===== src/rtl/cache_pkg.sv =====
`default_nettype none
// ============================================================================
// Module   : cache_pkg
// Brief    : Shared geometry and FSM state encoding for cache and cache_ctrl.
// Revision : 1.0 - initial release
// ============================================================================
package cache_pkg;

    localparam int TAG_W          = 5;
    localparam int INDEX_W        = 8;
    localparam int WORD_W         = 2;
    localparam int DATA_W         = 16;
    localparam int ADDR_W         = 15;
    localparam int WORDS_PER_LINE = 4;

    typedef enum logic [2:0] {
        ST_IDLE = 3'd0,
        ST_CMP  = 3'd1,
        ST_WB   = 3'd2,
        ST_FILL = 3'd3,
        ST_DONE = 3'd4
    } state_t;

endpackage
`default_nettype wire


===== src/rtl/cache_ctrl.sv =====
`default_nettype none
// ============================================================================
// Module   : cache_ctrl
// Brief    : Write-back, write-allocate controller for a direct-mapped cache.
// Revision : 1.0 - initial release
// ============================================================================
module cache_ctrl
    import cache_pkg::*;
#(
    parameter int CNT_W = 16
) (
    input  logic                clk,
    input  logic                rst,
    input  logic                cpu_req,
    input  logic                cpu_we,
    input  logic [ADDR_W-1:0]   cpu_addr,
    input  logic [DATA_W-1:0]   cpu_wdata,
    output logic                cpu_ready,
    output logic                cpu_done,
    output logic [DATA_W-1:0]   cpu_rdata,
    output logic                cpu_hit,
    output logic                c_enable,
    output logic                c_comp,
    output logic                c_write,
    output logic                c_valid_in,
    output logic [INDEX_W-1:0]  c_index,
    output logic [WORD_W-1:0]   c_word,
    output logic [TAG_W-1:0]    c_tag_in,
    output logic [DATA_W-1:0]   c_data_in,
    input  logic                c_hit,
    input  logic                c_dirty,
    input  logic                c_valid,
    input  logic [TAG_W-1:0]    c_tag_out,
    input  logic [DATA_W-1:0]   c_data_out,
    output logic                mem_req,
    output logic                mem_we,
    output logic [ADDR_W-1:0]   mem_addr,
    output logic [DATA_W-1:0]   mem_wdata,
    input  logic                mem_ack,
    input  logic [DATA_W-1:0]   mem_rdata,
    output logic [CNT_W-1:0]    hit_cnt,
    output logic [CNT_W-1:0]    miss_cnt
);

    state_t              r_state;
    logic                r_req_we;
    logic [ADDR_W-1:0]   r_req_addr;
    logic [DATA_W-1:0]   r_req_wdata;
    logic [TAG_W-1:0]    r_victim_tag;
    logic [WORD_W-1:0]   r_word;
    logic                r_missed;
    logic                r_cpu_done;
    logic [DATA_W-1:0]   r_cpu_rdata;
    logic                r_cpu_hit;
    logic [CNT_W-1:0]    r_hit_cnt;
    logic [CNT_W-1:0]    r_miss_cnt;

    logic [TAG_W-1:0]    w_req_tag;
    logic [INDEX_W-1:0]  w_req_index;
    logic [WORD_W-1:0]   w_req_word;
    logic                w_hit;
    logic                w_last;

    assign w_req_tag   = r_req_addr[ADDR_W-1 -: TAG_W];
    assign w_req_index = r_req_addr[WORD_W +: INDEX_W];
    assign w_req_word  = r_req_addr[WORD_W-1:0];
    assign w_hit       = c_hit & c_valid;
    assign w_last      = (r_word == WORD_W'(WORDS_PER_LINE - 1));

    assign cpu_ready = (r_state == ST_IDLE);
    assign cpu_done  = r_cpu_done;
    assign cpu_rdata = r_cpu_rdata;
    assign cpu_hit   = r_cpu_hit;
    assign hit_cnt   = r_hit_cnt;
    assign miss_cnt  = r_miss_cnt;

    // Array/memory strobes decode straight from state so reset drops them at once.
    always_comb begin
        c_enable   = 1'b0;
        c_comp     = 1'b0;
        c_write    = 1'b0;
        c_valid_in = 1'b0;
        c_index    = '0;
        c_word     = '0;
        c_tag_in   = '0;
        c_data_in  = '0;
        mem_req    = 1'b0;
        mem_we     = 1'b0;
        mem_addr   = '0;
        mem_wdata  = '0;
        case (r_state)
            ST_CMP: begin
                c_enable  = 1'b1;
                c_comp    = 1'b1;
                c_write   = r_req_we;
                c_index   = w_req_index;
                c_word    = w_req_word;
                c_tag_in  = w_req_tag;
                c_data_in = r_req_wdata;
            end
            ST_WB: begin
                c_enable  = 1'b1;
                c_index   = w_req_index;
                c_word    = r_word;
                mem_req   = 1'b1;
                mem_we    = 1'b1;
                mem_addr  = {r_victim_tag, w_req_index, r_word};
                mem_wdata = c_data_out;
            end
            ST_FILL: begin
                c_enable   = mem_ack;
                c_write    = mem_ack;
                c_valid_in = 1'b1;
                c_index    = w_req_index;
                c_word     = r_word;
                c_tag_in   = w_req_tag;
                c_data_in  = mem_rdata;
                mem_req    = 1'b1;
                mem_addr   = {w_req_tag, w_req_index, r_word};
            end
            default: ;
        endcase
    end

    always_ff @(posedge clk or negedge rst) begin
        if (!rst) begin
            r_state      <= ST_IDLE;
            r_req_we     <= 1'b0;
            r_req_addr   <= '0;
            r_req_wdata  <= '0;
            r_victim_tag <= '0;
            r_word       <= '0;
            r_missed     <= 1'b0;
            r_cpu_done   <= 1'b0;
            r_cpu_rdata  <= '0;
            r_cpu_hit    <= 1'b0;
            r_hit_cnt    <= '0;
            r_miss_cnt   <= '0;
        end else begin
            case (r_state)
                ST_IDLE: begin
                    if (cpu_req) begin
                        r_req_we    <= cpu_we;
                        r_req_addr  <= cpu_addr;
                        r_req_wdata <= cpu_wdata;
                        r_state     <= ST_CMP;
                    end
                end
                ST_CMP: begin
                    if (w_hit) begin
                        r_cpu_rdata <= c_data_out;
                        r_cpu_hit   <= ~r_missed;
                        r_cpu_done  <= 1'b1;
                        r_state     <= ST_DONE;
                    end else begin
                        r_missed <= 1'b1;
                        r_word   <= '0;
                        if (c_valid && c_dirty) begin
                            r_victim_tag <= c_tag_out;
                            r_state      <= ST_WB;
                        end else begin
                            r_state <= ST_FILL;
                        end
                    end
                end
                ST_WB: begin
                    if (mem_ack) begin
                        r_word <= r_word + 2'd1;
                        if (w_last) r_state <= ST_FILL;
                    end
                end
                ST_FILL: begin
                    // Replaying the compare after the last word turns the miss into a hit.
                    if (mem_ack) begin
                        r_word <= r_word + 2'd1;
                        if (w_last) r_state <= ST_CMP;
                    end
                end
                ST_DONE: begin
                    r_cpu_done <= 1'b0;
                    r_missed   <= 1'b0;
                    if (r_missed) r_miss_cnt <= r_miss_cnt + CNT_W'(1);
                    else          r_hit_cnt  <= r_hit_cnt + CNT_W'(1);
                    r_state <= ST_IDLE;
                end
                default: r_state <= ST_IDLE;
            endcase
        end
    end

endmodule
`default_nettype wire


===== config.mk =====
export PLATFORM = sky130hd
export DESIGN_NAME = cache_ctrl
export DESIGN_NICKNAME = d
export VERILOG_FILES = /design/src/rtl/cache_pkg.sv /design/src/rtl/cache_ctrl.sv
export SDC_FILE = /design/constraint.sdc
export NUM_CORES = 1
export LEC_CHECK = 0
export BUFFER_PORTS_ARGS = -buffer_cell sky130_fd_sc_hd__buf_2
export CELL_PAD_IN_SITES_DETAIL_PLACEMENT = 1
export CELL_PAD_IN_SITES_GLOBAL_PLACEMENT = 2
export CORE_AREA = 2 2 123 125
export DETAILED_ROUTE_END_ITERATION = 6
export DIE_AREA = 0 0 125 127
export PLACE_DENSITY_LB_ADDON = 0.1
export RECOVER_POWER = 100
export SKIP_CTS_REPAIR_TIMING = 1
export SYNTH_ARGS = -nofsm -noshare
export SYNTH_HDL_FRONTEND = slang
export SYNTH_SLANG_ARGS = --single-unit

===== constraint.sdc =====
create_clock -name clk -period 2.7 [get_ports clk]
set_input_delay 0.27 -clock clk [delete_from_list [all_inputs] [get_ports clk]]
set_output_delay 0.27 -clock clk [all_outputs]
set_load 0.03 [all_outputs]

# Word-level counts from Yosys, hierarchy flattened
# Index checks and enable logic that the tools add are counted.
[totals]
word_cells = 75
reg_bits = 93
[op_classes]
n_reduce_logical = 17
n_mux = 27
eq_ne = 13
bitwise = 3
n_addsub = 3
[op_table]
columns = ["cell", "count"]
rows = [
  ["16-bit by 1-bit adder with 16-bit output, second input constant", 2],
  ["16-bit case mux with 2 select lines", 1],
  ["15-bit case mux with 2 select lines", 1],
  ["3-bit 2-to-1 mux", 6],
  ["16-bit 2-to-1 mux", 1],
  ["2-bit != test, second input constant", 7],
  ["3-bit case mux with 4 select lines", 1],
  ["2-bit AND reduction", 6],
  ["8-bit 2-to-1 mux", 1],
  ["1-bit case mux with 2 select lines", 4],
  ["2-bit case mux with 2 select lines", 2],
  ["1-bit 2-to-1 mux", 7],
  ["3-bit by 2-bit equality test with 1-bit output, second input constant", 2],
  ["3-bit AND reduction", 2],
  ["2-bit OR reduction", 3],
  ["5-bit 2-to-1 mux", 1],
  ["5-bit AND reduction", 1],
  ["2-bit 2-to-1 mux", 2],
  ["2-bit nonzero test", 2],
  ["3-bit by 1-bit equality test with 1-bit output, second input constant", 1],
  ["3-bit equality test, second input constant", 1],
  ["3-bit zero test", 1],
  ["3-bit OR reduction", 1],
  ["2-bit by 1-bit adder with 2-bit output, second input constant", 1],
  ["5 further kinds", 6],
]

# Longest topological paths before layout
[logic_depth]
word_depth = 4
depth_mapped = 6

# Least setup slack after synthesis
# OpenSTA, ideal clock, no wires.
[synth_path]
kind = "register -> register"
from = "register r_state[1]"
to = "register r_req_addr[11]"
path_buffers = 2
setup_slack_ns = 0.564
stages_incl_launch_ff = 6
required_time_ns = 2.575
arrival_time_ns = 2.011
cell_sequence = "dfrtp_1 > nor3_1 > and2_1 > clkbuf_2 > buf_4 > mux2_2"
[synth_between]
elab_chain_cells = 2
[synth_lines]
columns = ["item", "line_no", "source"]
rows = [
  ["from (decl)", "cache_ctrl.sv:45", "state_t r_state;"],
  ["from (signal assigned)", "cache_ctrl.sv:127", "r_state <= ST_IDLE;"],
  ["from (signal assigned)", "cache_ctrl.sv:146", "r_state <= ST_CMP;"],
  ["from (signal assigned)", "cache_ctrl.sv:154", "r_state <= ST_DONE;"],
  ["3-bit zero test", "n/a", ""],
  ["net cpu_ready", "cache_ctrl.sv:18", "output logic cpu_ready,"],
  ["2-bit AND reduction (no source line)", "n/a", ""],
  ["to (signal assigned)", "cache_ctrl.sv:144", "r_req_addr <= cpu_addr;"],
  ["to (decl)", "cache_ctrl.sv:47", "logic [ADDR_W-1:0] r_req_addr;"],
]
# The timed path passes the listed nets, and every way through them passes these cells.
# A chain may end at the register's enable or synchronous reset.

# Worst setup path in the final report
[layout_path]
from = "register r_state[1]"
to = "output c_index[6]"
[layout_between]
elab_chain_cells = 3
[layout_lines]
columns = ["item", "line_no", "source"]
rows = [
  ["3-bit by 2-bit equality test with 1-bit output or 3-bit by 1-bit equality test with 1-bit output (tied branches)", "cache_ctrl.sv:91", "case (r_state)"],
  ["3-bit OR reduction (no source line) (*)", "n/a", ""],
  ["8-bit 2-to-1 mux (*)", "cache_ctrl.sv:91", ""],
  ["to (decl)", "cache_ctrl.sv:26", "output logic [INDEX_W-1:0] c_index,"],
]
# Every way passes the cells marked *; elsewhere a longest branch is shown, timed or not.

==> summary.txt <==
Cells and area
  – Fraction of layout cells with a size suffix above 1: 0.2912
  – Fin nets: 651
  – Filler cell count: 1678
  – Ant diodes: 0
  – Area grow syn2layout: 27.26%

Detailed routing
  – Drt pass-1 iters: 4
  – DR iter-0 viols: 48
  – Via-to-Cell Ratio: 4.700
  – Wire per inst: 16.31 um
  – Vias: 3577
  – # DRC: 0
  – Antenna Nets Post-Route: 0
  – Routed wire length: 12.41 mm

Yosys
  – Synth Area in XOR/XNOR: 0.05724
  – Most used DFF post-synth: dfrtp_1
  – Synth unique cells: 50
  – Compound-cell area share of the yosys netlist: 0.02453
  – Net Count, Synth: 458
  – Synth async-reset ratio: 1.000
  – Post-synth EDFFs: 0
  – Sequential area share after synthesis: 0.5070
  – Synth Area in Simple Gates: 0.1823
  – Synth Instances: 379
  – Largest family of logic cells by synthesized area: multiplexers
  – Synthesis-stage register bit count: 93
  – Post-Synth Adder-Cell Area: 0.008177
  – Mux cell area share after synthesis: 0.1870
  – Netlist area before placement: 0.004591 mm2
  – Total number of yosys warnings: 0
  – Post-synthesis area per instance: 12.11 um2

STA
  – Final Cycle Share: 0.9034
  – Max Fclk: 410.0 MHz
  – Worst Setup Slack, final: 260.8 ps
  – Slew @ Worst Pin: 965.3 ps
  – Setup tns final: 0 ps
  – Slew Viols, Final: 0
  – RSZ-0062 raised after global routing: no
  – Min Tclk post-route: 2439 ps
  – Hold Vio Cnt, Final: 0
  – Final setup fails: 0
  – Slew headroom: 0.3565
  – Clk_skew: 5.399 ps

GRT
  – Grt total ovfl: 0
  – Global-route wire length before repair: 20.22 mm
  – Initial antenna violation count: 0
  – Total global routing track utilization: 0.1599
  – Vias in the first global route: 3959
  – Largest net degree at the start of global routing: 38

Power
  – Pwr Density: 1187 mW/mm2
  – Leak pwr: 2.762 nW
  – Peak VDD IR: 501.1 uV
  – Final total power: 6.932 mW

Critical path
  – Worst EP required: 2430 ps
  – Crit path from: r_state[1]
  – Setup CP Type: reg2out
  – Reg-to-reg startpoint: r_state[2]
  – Crit path cell chain: buf_4 > o21ba_1 > and2_1 > clkbuf_1
  – Setup crit start kind: flop
  – Largest stage delay on the critical path: 540 ps
  – Worst Path Arrival: 2170 ps
  – CP Capture Type: output port
  – CP max stage cell: dfrtp_1
  – Worst Path Max Fanout: 23

Clocking
  – Clk_lat worst skew: 340 ps
  – Clk buf depth: 2
  – H-tree depth: 3
  – CTS Root Cell: clkbuf_16
  – TritonCTS clock tree: yes
  – Num Clock Sinks: 93
  – CTS clk-pin slew, worst paths: 70 ps
  – TritonCTS buffer count: 9

Outcome
  – Status: finished, final reports clean

Die
  – Die span in x: 125 um
  – Row cnt: 44
  – Initial Util: 0.3183
  – Io pins: 195
  – Die area: 0.01588 mm2
  – Core box area: 0.01442 mm2
  – Die H: 127 um

Run
  – Max-cap viol count: 0

Min path
  – Tightest Hold Check Type: in2reg
  – Hold path startpoint: cpu_addr[13]

Place
  – Dpl hpwl: 9.515 mm
  – IO Port Bufs: 194
  – Post-Place Setup Slack: 653.1 ps
  – Placer Congestion: 0.7103
## cells in the mapped netlist (all sizes together), types with 3 or more instances
| cell | n | area share |
|---|---|---|
| and2 | 41 | 0.056 |
| and4 | 3 | 0.0068 |
| buf | 12 | 0.022 |
| clkbuf | 7 | 0.0060 |
| dfrtp | 93 | 0.51 |
| ha | 3 | 0.0082 |
| inv | 7 | 0.0063 |
| mux2 | 55 | 0.14 |
| mux2i | 22 | 0.048 |
| nand2 | 15 | 0.012 |
| nand2b | 3 | 0.0041 |
| nand3 | 12 | 0.013 |
| nand4 | 7 | 0.013 |
| nor2 | 32 | 0.030 |
| nor2b | 3 | 0.0041 |
| nor3 | 5 | 0.0065 |
| nor4 | 5 | 0.013 |
| o21ai | 4 | 0.0044 |
| xnor2 | 21 | 0.040 |
| xor2 | 9 | 0.017 |
## where the power goes
part	internal, mW	leakage, nW	switching, mW	total, mW
clock	0.930	0.167	0.518	1.45
combinational	1.06	1.42	2.26	3.33
sequential	1.84	1.18	0.314	2.16
total	3.84	2.76	3.10	6.93
## registers in the layout, indices dropped and copies added (netlist names)
name / cells
cpu_done: 1
cpu_hit: 1
r_state: 3
r_word: 2
miss_cnt: 16
r_missed: 1
r_victim_tag: 5
cpu_rdata: 16
hit_cnt: 16
r_req_wdata: 16
r_req_addr: 15
r_req_we: 1
## layout make-up
type / instances / area, um2 / share of cell area
well taps: 184 / 230.2 / 0.03941
clock buffers: 12 / 246.5 / 0.04219
repair buffers: 201 / 902.1 / 0.1544
clock inverters: 4 / 95.09 / 0.01628
multi-input cells: 260 / 2013 / 0.3446
flip-flops and latches: 93 / 2327 / 0.3984
inverters: 7 / 27.53 / 0.004712
## final timing paths
path                                    to  slack, ps  depth (start not counted)
min reg2reg                   miss_cnt[15]        470                          1
max in group asynchronous  r_req_wdata[11]        650                          3
max                             c_index[6]        260                          4
min                         r_req_addr[13]        150                          2
max reg2reg                   cpu_rdata[4]        440                          3
min in group asynchronous       hit_cnt[8]        610                          2
## metal layers
metal,track usage,vias up,part of all wire
met5,0,-,0
li1,-,1677,-
met2,0.2813,108,0.51
met4,0.05817,0,0.015
met3,0.04523,11,0.064
met1,0.1870,1781,0.41
## per-stage QoR
step	util	cell area [um2]	instances	hold WS (ps)
finish	0.4050	5842	761	145.9
global route	0.4050	5842	761	142.3
CTS	0.4206	6067	760	-95.84
detailed placement	0.3969	5725	744	278.4
global placement	0.3969	5725	744	280.3
floorplan	-	4591	379	-25.59
## critical path, delay by kind of cell, from the launching register on
kind            cells  cell delay, ps
simple gates        1             180
buf+inv             2             710
flops               1             540
compound gates      1             390
## cells by family (layout without fill, tap and decap cells)
logic type / after synthesis / in the layout
flops: 93 / 93
compound gates: 15 / 15
simple gates: 135 / 135
xor+xnor: 30 / 30
buf+inv: 26 / 224
mux: 77 / 77
fa+ha+maj: 3 / 3
## layout by cell type (no fill, tap or decap), types with 4 or more instances in the layout
cell / instances
nand2_1: 15
and2_0: 9
nor4_1: 5
nor3_1: 4
clkbuf_16: 9
mux2_1: 14
clkbuf_1: 93
mux2_2: 39
and2_1: 32
o21ai_0: 4
nand3_1: 12
inv_1: 6
nand4_1: 7
buf_2: 83
clkbuf_2: 24
mux2i_1: 22
xnor2_1: 21
nor2_1: 31
dfrtp_1: 93
xor2_1: 9
(Power assumes the default switching activity.)
